### config.mk
export PLATFORM = sky130hd
export DESIGN_NAME = uart_tx_sched
export DESIGN_NICKNAME = d
export VERILOG_FILES = /design/src/rtl/uart_tx_sched.sv
export SDC_FILE = /design/constraint.sdc
export NUM_CORES = 1
export LEC_CHECK = 0
export ABC_CLOCK_PERIOD_IN_PS = 2500
export BUFFER_PORTS_ARGS = -buffer_cell sky130_fd_sc_hd__buf_2
export CORE_MARGIN = 4
export CORE_UTILIZATION = 36
export DETAILED_ROUTE_END_ITERATION = 6
export PLACE_DENSITY = 0.63
export REMOVE_ABC_BUFFERS = 1
export SKIP_CTS_REPAIR_TIMING = 1
export SKIP_LAST_GASP = 1
export SYNTH_ARGS = -nofsm -noshare
export SYNTH_HDL_FRONTEND = slang
export SYNTH_SLANG_ARGS = --single-unit
### constraint.sdc
create_clock -name clk -period 2.5 [get_ports clk]
set_input_delay 0 -clock clk [delete_from_list [all_inputs] [get_ports clk]]
set_output_delay 0 -clock clk [all_outputs]
set_load 0.05 [all_outputs]
### src/rtl/uart_tx_sched.sv
// uart_tx_sched: buffers processor writes in a FIFO and drives the tx_engine load/txrdy handshake.
// Optional flow control: define UART_TX_CTS_EN to add the active-low cts_n input gating new loads.
module uart_tx_sched #(
    parameter int          DEPTH   = 16,
    parameter int          AW      = 4,
    parameter logic [15:0] TX_PORT = 16'h0000,
    parameter int          BUSY_TO = 8
) (
    input  logic          clk,
    input  logic          reset,
    input  logic [15:0]   port_id,
    input  logic [7:0]    out_port,
    input  logic          write_strobe,
    input  logic          err_clr,
    input  logic          txrdy,
`ifdef UART_TX_CTS_EN
    input  logic          cts_n,
`endif
    output logic          load,
    output logic [7:0]    tx_data,
    output logic [AW:0]   fifo_count,
    output logic          full,
    output logic          empty,
    output logic          ovf_err,
    output logic          tx_drain
);

    typedef enum logic [1:0] {
        IDLE      = 2'd0,
        LOAD      = 2'd1,
        WAIT_BUSY = 2'd2,
        WAIT_RDY  = 2'd3
    } state_t;

    localparam int            BW        = (BUSY_TO > 1) ? $clog2(BUSY_TO) : 1;
    localparam logic [BW-1:0] BUSY_LAST = BW'(BUSY_TO - 1);
    localparam logic [BW-1:0] BUSY_ONE  = BW'(1);
    localparam logic [AW:0]   DEPTH_CNT = (AW+1)'(DEPTH);
    localparam logic [AW:0]   CNT_ONE   = (AW+1)'(1);
    localparam logic [AW-1:0] PTR_ONE   = AW'(1);

    state_t        state_q, state_d;
    logic [AW-1:0] wptr_q, wptr_d;
    logic [AW-1:0] rptr_q, rptr_d;
    logic [AW:0]   count_q, count_d;
    logic [BW-1:0] busy_cnt_q, busy_cnt_d;
    logic          load_q, load_d;
    logic [7:0]    tx_data_q, tx_data_d;
    logic          full_q, full_d;
    logic          empty_q, empty_d;
    logic          ovf_err_q, ovf_err_d;
    logic          tx_drain_q, tx_drain_d;
    logic [7:0]    mem_q [DEPTH];

    logic          wr_s;
    logic          do_wr_s;
    logic          do_rd_s;
    logic          cts_ok_s;

    // A full FIFO drops the write even if a dequeue happens in the same cycle.
    assign wr_s    = write_strobe && (port_id == TX_PORT);
    assign do_wr_s = wr_s && !full_q;
    assign do_rd_s = (state_q == LOAD);

`ifdef UART_TX_CTS_EN
    assign cts_ok_s = ~cts_n;
`else
    assign cts_ok_s = 1'b1;
`endif

    // FIFO pointer, occupancy and overflow next-state logic.
    always_comb begin
        wptr_d    = wptr_q;
        rptr_d    = rptr_q;
        count_d   = count_q;
        ovf_err_d = ovf_err_q;
        if (do_wr_s) begin
            wptr_d = wptr_q + PTR_ONE;
        end else begin
            wptr_d = wptr_q;
        end
        if (do_rd_s) begin
            rptr_d = rptr_q + PTR_ONE;
        end else begin
            rptr_d = rptr_q;
        end
        case ({do_wr_s, do_rd_s})
            2'b10:   count_d = count_q + CNT_ONE;
            2'b01:   count_d = count_q - CNT_ONE;
            default: count_d = count_q;
        endcase
        if (wr_s && full_q) begin
            ovf_err_d = 1'b1;
        end else if (err_clr) begin
            ovf_err_d = 1'b0;
        end else begin
            ovf_err_d = ovf_err_q;
        end
        full_d  = (count_d == DEPTH_CNT);
        empty_d = (count_d == {(AW+1){1'b0}});
    end

    // Handshake sequencer next-state; load and tx_data are set on entry to LOAD so they are registered.
    always_comb begin
        state_d    = state_q;
        busy_cnt_d = busy_cnt_q;
        load_d     = 1'b0;
        tx_data_d  = tx_data_q;
        tx_drain_d = 1'b0;
        case (state_q)
            IDLE: begin
                if (!empty_q && txrdy && cts_ok_s) begin
                    state_d   = LOAD;
                    load_d    = 1'b1;
                    tx_data_d = mem_q[rptr_q];
                end else begin
                    state_d = IDLE;
                end
            end
            LOAD: begin
                state_d    = WAIT_BUSY;
                busy_cnt_d = {BW{1'b0}};
            end
            WAIT_BUSY: begin
                // An engine that never drops txrdy must not stall the queue forever.
                if (!txrdy) begin
                    state_d = WAIT_RDY;
                end else if (busy_cnt_q == BUSY_LAST) begin
                    state_d = IDLE;
                end else begin
                    busy_cnt_d = busy_cnt_q + BUSY_ONE;
                end
            end
            WAIT_RDY: begin
                if (txrdy) begin
                    state_d    = IDLE;
                    tx_drain_d = empty_q;
                end else begin
                    state_d = WAIT_RDY;
                end
            end
            default: begin
                state_d = IDLE;
            end
        endcase
    end

    // FIFO storage write port; contents need no reset since pointers define validity.
    always_ff @(posedge clk) begin
        if (do_wr_s && !reset) begin
            mem_q[wptr_q] <= out_port;
        end
    end

    // Control and output registers.
    always_ff @(posedge clk) begin
        if (reset) begin
            state_q    <= IDLE;
            wptr_q     <= {AW{1'b0}};
            rptr_q     <= {AW{1'b0}};
            count_q    <= {(AW+1){1'b0}};
            busy_cnt_q <= {BW{1'b0}};
            load_q     <= 1'b0;
            tx_data_q  <= 8'h00;
            full_q     <= 1'b0;
            empty_q    <= 1'b1;
            ovf_err_q  <= 1'b0;
            tx_drain_q <= 1'b0;
        end else begin
            state_q    <= state_d;
            wptr_q     <= wptr_d;
            rptr_q     <= rptr_d;
            count_q    <= count_d;
            busy_cnt_q <= busy_cnt_d;
            load_q     <= load_d;
            tx_data_q  <= tx_data_d;
            full_q     <= full_d;
            empty_q    <= empty_d;
            ovf_err_q  <= ovf_err_d;
            tx_drain_q <= tx_drain_d;
        end
    end

    assign load       = load_q;
    assign tx_data    = tx_data_q;
    assign fifo_count = count_q;
    assign full       = full_q;
    assign empty      = empty_q;
    assign ovf_err    = ovf_err_q;
    assign tx_drain   = tx_drain_q;

endmodule

After elaboration in Yosys (flattened, before gate mapping) --
Memories as Yosys holds them, arrays and structs flattened. A register that Yosys moved wholly into a read port is not among the register bits. Index checks and enable logic that the tools add are counted.
Operators by class: add/subtract/negate cells 5, equal/unequal tests 10, mux-type cells 14, bitwise logic cells 3, reductions and logical operators 17
Operators by type and width (count):
- 16-bit zero test | 1
- 5-bit one-hot mux with 2 select lines | 1
- 4-bit by 1-bit adder with 4-bit output, second input constant | 2
- 2-bit one-hot mux with 4 select lines | 1
- 2-bit equality test, second input constant | 3
- 1-bit two-way mux | 6
- 2-bit two-way mux | 3
- 3-bit two-way mux | 2
- 3-bit one-hot mux with 2 select lines | 1
- 5-bit by 1-bit adder with 5-bit output, second input constant | 1
- 5-bit equality test, second input constant | 1
- 1-bit logical AND | 5
- 5-bit zero test | 1
- 5-bit by 1-bit subtractor with 5-bit output, second input constant | 1
- 2-bit by 1-bit equality test with 1-bit output, second input constant | 2
- 2-bit != test, second input constant | 2
- 2-bit nonzero test | 2
- 3-bit by 1-bit adder with 3-bit output, second input constant | 1
- 3-bit equality test, second input constant | 1
- 1-bit zero test | 3
- 3-bit != test, second input constant | 1
- 1-bit NOT | 3
- 3-bit AND reduction | 1
- 3-bit OR reduction | 1
- 3 further kinds | 3
Storage, ports and cells: register bits after elaboration 23, RAM bits 128, output and inout port bits 18, word-level logic and storage cells 60, memories kept 1
Memory list:
- mem_q | words 16, width 8, rd ports 1, clocked after memory_dff 1, write ports 1, line 53 | logic [7:0] mem_q [DEPTH];

Longest topological paths before layout --
Gate-level depths: netlist of the first run.
depth in word-level cells 6, depth in mapped cells 12, gate-level depth less buffers 12

Worst setup path before layout of the first run --
No wires, ideal clock.
path type register to register, from register full_q, in the netlist full, to register full_q, in the netlist full, arrival time 2594 ps, slack -210 ps, cell stages (with the launch flop) 11, path buffers 0, clock period less this slack 2710 ps, cells stage by stage dfxtp_1 > nor3_2 > inv_1 > ha_1 > inv_1 > fa_1 > nand2b_1 > a21oi_1 > mux2i_1 > mux2_2 > and3_1
On the way: longest elaborated chain between the ends 5
Ends and longest elaborated chain:
- start, declared | line 49 | logic full_q, full_d;
- start signal, assigned | line 177 | full_q <= full_d;
- 1-bit zero test * | line 62 | assign do_wr_s = wr_s && !full_q;
- 1-bit logical AND * | line 62
- 2-bit by 1-bit equality test with 1-bit output / 2-bit equality test (equally long branches) | line 87 | case ({do_wr_s, do_rd_s})
- 5-bit one-hot mux with 2 select lines * | line 87
- 5-bit equality test * | line 99 | full_d = (count_d == DEPTH_CNT);
Mark *: on every way between the ends. The rest lies on a longest branch, timed or not. A chain may end at the register's enable or synchronous reset.

Worst setup path in the final report of the first run --
from register state_q[1], to register full_q, in the netlist full
On the way: longest elaborated chain between the ends 4
Ends and longest elaborated chain:
- start, declared | line 42 | state_t state_q, state_d;
- start signal, assigned | line 170 | state_q <= state_d;
- 2-bit by 1-bit equality test with 1-bit output * | line 63 | assign do_rd_s = (state_q == LOAD);
- 2-bit by 1-bit equality test with 1-bit output / 2-bit equality test (equally long branches) | line 87
- 5-bit one-hot mux with 2 select lines * | line 87
- 5-bit equality test * | line 99
Marked as above.

==> summary.txt, run 1 <==
Synthesis
  • Ys flop type: edfxtp_1
  • Mean Syn Cell Area: 16.1 µm²
  • Synth unique cells: 41
  • Synth async-reset ratio: 0%
  • Area leader, netlist: edfxtp_1
  • Yosys Warn Count: 0
  • Commonest cells post-synth: 128 x edfxtp_1, 48 x nor2_1, 31 x dfxtp_1
  • Syn Inst Count: 397
  • Post-synth EDFFs: 128
  • Register bit count reported by yosys: 159
  • Area contributors post-synth: edfxtp_1 60%, dfxtp_1 9.7%, mux4_2 8.5%
  • Synthesized area: 6380 µm²
  • Post-synth top area share: 60.2%
  • Sequential area share after synthesis: 69.9%
  • Count leader, synth: edfxtp_1

Run status
  • Status: complete, no violations

Cells and area
  • Filler cells: 1,503
  • Final instance area: 7750 µm²
  • Area grow syn2layout: 21.5%
  • Non-Filler Instances: 720
  • Nets: 523
  • Ant. Diodes: 0
  • Share of post-route cells with drive strength above 1: 28.9%

Clocking
  • Clock Root Buffer: clkbuf_16
  • CTS tree: done
  • CTS buffer count: 17
  • CTS sink cnt: 159
  • Clock buffer depth: 2
  • Clock slew at reported path FFs: 0.07 ns
  • Clk_lat worst skew: 0.42 ns
  • H-tree depth: 4

Placement
  • Hpwl dp: 8.20 mm
  • GP Congestion: 0.744
  • Number of port buffers: 46
  • Dpl cells: 678
  • Placed standard-cell area: 7030 µm²

Setup path
  • Req. time, crit path: 2.81 ns
  • R2R depth: 10
  • Reg2Reg Setup Slack: 0.15 ns
  • FF-to-FF End: full
  • Setup CP Type: flop to flop
  • Critical path endpoint category: flop
  • Arrival time worst endpoint: 2.66 ns
  • Critical Path Start Type: flop
  • Crit Path Max Fanout: 5
  • Worst r2r src: state_q[1]

STA
  • Final Critical Period: 2.35 ns
  • RSZ-0062 raised after global routing: false
  • Relative slew slack: 68.1%
  • Slew Limit Fails: 0
  • Period utilization: 94.1%
  • Skew final: 0.0108 ns
  • Maximum clock rate: 425 MHz
  • Setup violations, final: 0
  • Final hold viol count: 0
  • Worst-margin pin slew: 0.478 ns
  • Post-route setup TNS: 0 ns
  • Hold_ws: 0.0227 ns

Detailed routing
  • Antenna viol nets, final: 0
  • Drt wl/cell: 16.8 µm
  • Via Count: 3,534
  • Residual DRC count: 0
  • Routed vias/inst: 4.91
  • Routed WL: 12.1 mm
  • First-pass detailed-route iteration total: 4
  • Initial drt markers: 251

Floorplan
  • Die W: 141 µm
  • Row count: 48
  • Initial Utilization: 36.8%
  • Core area: 17,400 µm²
  • # IOs: 47
  • Die ar.: 19,900 µm²
  • Die Height: 141 µm

Global routing
  • Largest net degree at the start of global routing: 42
  • Gr usage total: 12.7%
  • Global-route wire length before repair: 19.5 mm
  • Initial antenna violation count: 0
  • Total grt overflow: 0
  • Number of global-route vias before repair: 3,657

Power
  • Sw Pwr: 1.17 mW
  • Maximum VDD drop: 0.514 mV
  • Clock share of power: 47.4%
  • Pwr Total: 5.57 mW
  • Pwr Density: 719 nW/µm²
  • Comb power frac: 1.4%
  • Leak Pwr: 2.60 nW
  • Internal power: 4.41 mW
  • Switching part of the total power: 21.0%
  • Register share of total power: 51.2%

Worst hold path
  • Hold Crit Start: reset
  • Hold Path Class: primary input to flop
  • Worst hold stages: 2
  • Hold EP: fifo_count[1]

Job
  • Max cap viols: 0
## area by class of cell
class / instances / area, µm² / share of cell area, %
tap: 225 / 282 / 3.63
timing repair buffer: 82 / 538 / 6.94
clock buffer: 17 / 425 / 5.49
inverter: 8 / 30.0 / 0.387
sequential: 159 / 4470 / 57.6
clock inverter: 15 / 191 / 2.47
multi-input combinational: 214 / 1820 / 23.5
## metrics by stage
| step | util, % | setup slack (ns) |
|---|---|---|
| after floorplan | - | -0.345 |
| after global placement | 40.5 | 0.0553 |
| after detailed placement | 40.5 | -0.0595 |
| after CTS | 44.0 | 0.0364 |
| after global routing | 44.7 | 0.0405 |
| final | 44.7 | 0.149 |
## cells by family (layout without fill, tap and decap cells)
group	count (synthesis)	after routing	synth area share, %
simple gates	109	109	8.13
fa+ha+maj	12	12	2.47
xor+xnor	8	8	1.10
compound gates	34	34	3.78
mux	51	51	12.9
flops	159	159	69.9
buf+inv	24	122	1.72
## registers in the layout, summed over array words and instances, names as in the netlist
name        count
mem_q         128
tx_data         8
fifo_count      5
rptr_q          4
wptr_q          4
busy_cnt_q      3
state_q         2
empty           1
full            1
load            1
ovf_err         1
tx_drain        1
## power groups by stage
stage / registers [mW] / clock network (mW) / logic [mW]
finish: 2.85 / 2.64 / 0.0771
global route: 2.85 / 2.81 / 0.0862
CTS: 2.85 / 2.69 / 0.0663
detailed placement: 2.91 / 0 / 0.0658
global placement: 2.91 / 0 / 0.0612
floorplan: 2.91 / 0 / 0.00739
## cell usage in the layout (no fill, tap or decap), types with 2 or more instances in the layout
cell | synthesis | routed
nor2_1 | 48 | 48
xor2_1 | 5 | 5
buf_2 | 7 | 46
inv_6 | 0 | 6
nand3_1 | 6 | 6
a21oi_1 | 14 | 14
nor3_1 | 4 | 4
a221o_1 | 4 | 4
o221ai_1 | 8 | 8
dfxtp_1 | 31 | 30
inv_8 | 0 | 3
and2_1 | 3 | 3
ha_1 | 11 | 10
nor4_1 | 3 | 3
inv_1 | 7 | 7
mux2_2 | 9 | 9
nand2_1 | 19 | 19
edfxtp_1 | 128 | 128
bufinv_16 | 0 | 2
clkinv_8 | 0 | 2
mux4_2 | 24 | 24
and3_1 | 2 | 2
or3_1 | 3 | 3
nand2b_1 | 9 | 9
a221oi_1 | 4 | 4
nor2b_1 | 4 | 4
mux2i_1 | 18 | 18
o21ai_0 | 2 | 2
clkbuf_16 | 0 | 17
xnor2_1 | 3 | 3
dlygate4sd3_1 | 0 | 10
buf_4 | 1 | 25
## routing by layer
| metal | GRT usage, % | wire length (µm) |
|---|---|---|
| met1 | 15.9 | 5270 |
| met3 | 2.88 | 376 |
| met5 | 0 | 0 |
| met4 | 4.69 | 169 |
| met2 | 21.5 | 6320 |
## worst max-delay path by stage
stage / slack (ns) / start / to / cells past startpoint
3_5_place_dp: -0.06 / port_id[4] / full / 12
5_1_grt: 0.04 / state_q[1] / full / 10
6_report: 0.15 / state_q[1] / full / 10
2_1_floorplan: -0.34 / rptr_q[0] / tx_data[0] / 3
4_1_cts: 0.04 / state_q[1] / full / 10
3_3_place_gp: 0.06 / port_id[2] / full / 12
## critical path, cell delays in order, from the launching register on
cell	delay, ns
dfxtp_1	0.31
nand2b_1	0.16
clkinv_1	0.09
ha_4	0.16
inv_1	0.07
fa_1	0.40
nand2b_1	0.16
a21oi_1	0.15
mux2i_1	0.21
mux2_2	0.36
and3_1	0.17
No activity file was read; power rests on OpenSTA's default activity.
==> run 2, diff against run 1 <==
--- a/config.mk
+++ b/config.mk
@@ -5,6 +5,7 @@
 export SDC_FILE = /design/constraint.sdc
 export NUM_CORES = 1
 export LEC_CHECK = 0
+export ABC_AREA = 1
 export ABC_CLOCK_PERIOD_IN_PS = 2500
 export BUFFER_PORTS_ARGS = -buffer_cell sky130_fd_sc_hd__buf_2
 export CORE_MARGIN = 4
==> run 2 against run 1 <==
The flow now finishes with violations (hold timing); die area grew 9.8%; register-to-register slack gained 0.26 ns; final cell count grew 50%; flip-flop and latch count is the same; sequential share of layout area shrank 3.3 points; combinational power grew 9.9%; via count grew 44%; synthesized cell count grew 87%; count of clock-buffer cells in the layout grew 1; worst setup slack gained 0.26 ns; routed wire length grew 33%.
==> summary.txt, run 2 <==
Run status
  • Status: complete, but fails checks
  • Failing checks: hold timing

Setup path
  • R2R depth: 11
  • Critical Path Stages: 11
  • Max incr delay on CP: 0.48 ns
  • Req. time, crit path: 2.86 ns
  • Largest delay share family, worst path: adder cells
  • Buf/Inv on CP: 2
  • Crit Path Max Fanout: 6
  • Setup CP Type: flop to flop
  • Critical Path Start Type: flop
  • Crit path cell chain: inv_2 > nand4_1 > ha_1 > inv_1 > fa_1 > nand2_1 > o21ai_1 > nand2_1 > nor2_1 > nand3_1 > o21ai_1
  • Critical path endpoint category: flop
  • CP max-delay cell: fa_1
  • Arrival time worst endpoint: 2.45 ns

Placement
  • GP Congestion: 0.815
  • Hpwl dp: 9.76 mm
  • Placed standard-cell area: 7590 µm²
  • Dpl cells: 1,038
  • Number of port buffers: 46
  • DP Worst Slack: 0.397 ns

Synthesis
  • Synthesized area: 7050 µm²
  • Post-synth EDFFs: 128
  • Complex-gate fraction of the synthesized area: 1.56%
  • Simple logic cell fraction of the synthesized area: 24.2%
  • Post-synth top area share: 54.5%
  • Register bit count reported by yosys: 159
  • Mux share of post-synthesis cell area: 0%
  • Syn Inst Count: 741
  • XOR/XNOR Fraction of Synth Area: 0.621%
  • Area leader, netlist: edfxtp_1
  • Yosys Warn Count: 0
  • Ys flop type: edfxtp_1
  • Sequential area share after synthesis: 63.3%
  • Count leader, synth: nand2_1
  • Largest family of logic cells by synthesized area: simple AND/OR/NAND/NOR gates
  • Post-Synth Adder-Cell Area: 2.24%
  • Synth unique cells: 28
  • Mean Syn Cell Area: 9.51 µm²
  • Commonest cells post-synth: 244 x nand2_1, 128 x edfxtp_1, 104 x nand3_1
  • Area contributors post-synth: edfxtp_1 55%, nand2_1 13%, dfxtp_1 8.8%
  • Synth async-reset ratio: 0%

Floorplan
  • Initial Utilization: 37.2%
  • # IOs: 47
  • Row count: 50
  • Die ar.: 21,900 µm²
  • Die W: 148 µm
  • Core area: 19,000 µm²
  • Die Height: 148 µm

STA
  • Slew Limit Fails: 0
  • RSZ-0062 raised after global routing: false
  • Setup ws final: 0.408 ns
  • Maximum clock rate: 478 MHz
  • Relative slew slack: 49.6%
  • Final Critical Period: 2.09 ns
  • Period utilization: 83.7%
  • Skew final: 0.0102 ns
  • Worst-margin pin slew: 0.756 ns
  • Setup violations, final: 0
  • Hold_ws: -0.00119 ns
  • Final hold viol count: 2

Clocking
  • H-tree depth: 4
  • CTS sink cnt: 159
  • Clock buffer depth: 2
  • Clk_lat worst skew: 0.43 ns
  • Clock slew at reported path FFs: 0.07 ns
  • CTS buffer count: 17
  • Clock Root Buffer: clkbuf_16
  • CTS tree: done

Worst hold path
  • Hold Path Class: primary input to flop
  • Worst hold stages: 1

Cells and area
  • Register with the most flip-flops: mem_q
  • Non-Filler Instances: 1,078
  • Share of post-route cells with drive strength above 1: 17.6%
  • Nets: 846
  • Area of the multi-input gates: 2020 µm²
  • Ant. Diodes: 0
  • Commonest non-fill, non-tap cell in the layout: nand2_1
  • Most frequent cells in the layout: 244 x nand2_1, 128 x edfxtp_1, 104 x nand3_1, 57 x inv_1, 53 x nor2_1
  • Filler cells: 1,786
  • FF+latch area: 4470 µm²
  • Area grow syn2layout: 16.8%
  • Final instance area: 8230 µm²
  • Max reg flops: 128

Detailed routing
  • Via Count: 5,077
  • Antenna viol nets, final: 0
  • Residual DRC count: 0
  • Routed vias/inst: 4.71
  • Routed WL: 16.2 mm
  • Initial drt markers: 379
  • First-pass detailed-route iteration total: 5
  • Drt wl/cell: 15.0 µm

Global routing
  • Gr usage total: 15.1%
  • Global-route wire length before repair: 25.6 mm
  • Total grt overflow: 0
  • Number of global-route vias before repair: 4,910
  • Largest net degree at the start of global routing: 67
  • Initial antenna violation count: 0

Power
  • Maximum VDD drop: 0.485 mV
  • Leak Pwr: 3.48 nW
  • Pwr Density: 658 nW/µm²

Job
  • Max cap viols: 0
[run 2: changes by cell type after synthesis, sizes merged, moves of 8 or more]
cell / change
nand3: +98
inv: +92
nand2: +226
mux2i: -18
mux4: -24
buf: +11
o221ai: -8
nand2b: -9
mux2: -9
[run 2: final timing paths]
kind / start / endpoint / slack [ns]
max: full / empty / 0.41
min: out_port[3] / mem_q[9][3] / -0.001
max reg2reg: full / empty / 0.41
min reg2reg: busy_cnt_q[2] / busy_cnt_q[2] / 0.47
[run 2: cell families after synthesis]
family / Yosys count
compound gates: 22
flops: 159
xor+xnor: 5
simple gates: 412
buf+inv: 131
fa+ha+maj: 12
[run 2: worst reg2reg max path, delay by kind of cell, from the launching register on]
kind | cells | cell delay [ns]
compound gates | 2 | 0.21
buf+inv | 2 | 0.14
fa+ha+maj | 2 | 0.82
flops | 1 | 0.38
simple gates | 5 | 0.48
[run 2: final cells by class]
class,instances,area share (%)
clock buffers,18,5.21
clock inverters,14,1.61
inverters,101,4.62
multi-input cells,451,24.5
flip-flops and latches,159,54.2
well taps,260,3.95
repair buffers,75,5.84
[run 2: per-stage QoR]
step | TNS, ns | power, mW | utilization [%]
final | 0 | 5.41 | 43.4
after global routing | 0 | 5.58 | 43.4
after CTS | 0 | 5.46 | 43.0
after detailed placement | 0 | 2.99 | 40.0
after global placement | 0 | 2.99 | 40.0
after floorplan | -1.86 | 2.92 | -
[run 2: report_power, final]
part           internal, mW  switching, mW
clock                  1.39           1.09
combinational        0.0270         0.0577
sequential             2.85      0.0000139
[run 2: metal layers]
metal	wire [µm]	part of all wire, %	GRT usage, %	vias to the layer above
li1	-	-	-	2520
met1	7090	44	19.5	2408
met2	8010	50	25.8	124
met3	742	4.6	2.73	25
met4	310	1.9	5.22	0
met5	0	0	0	-
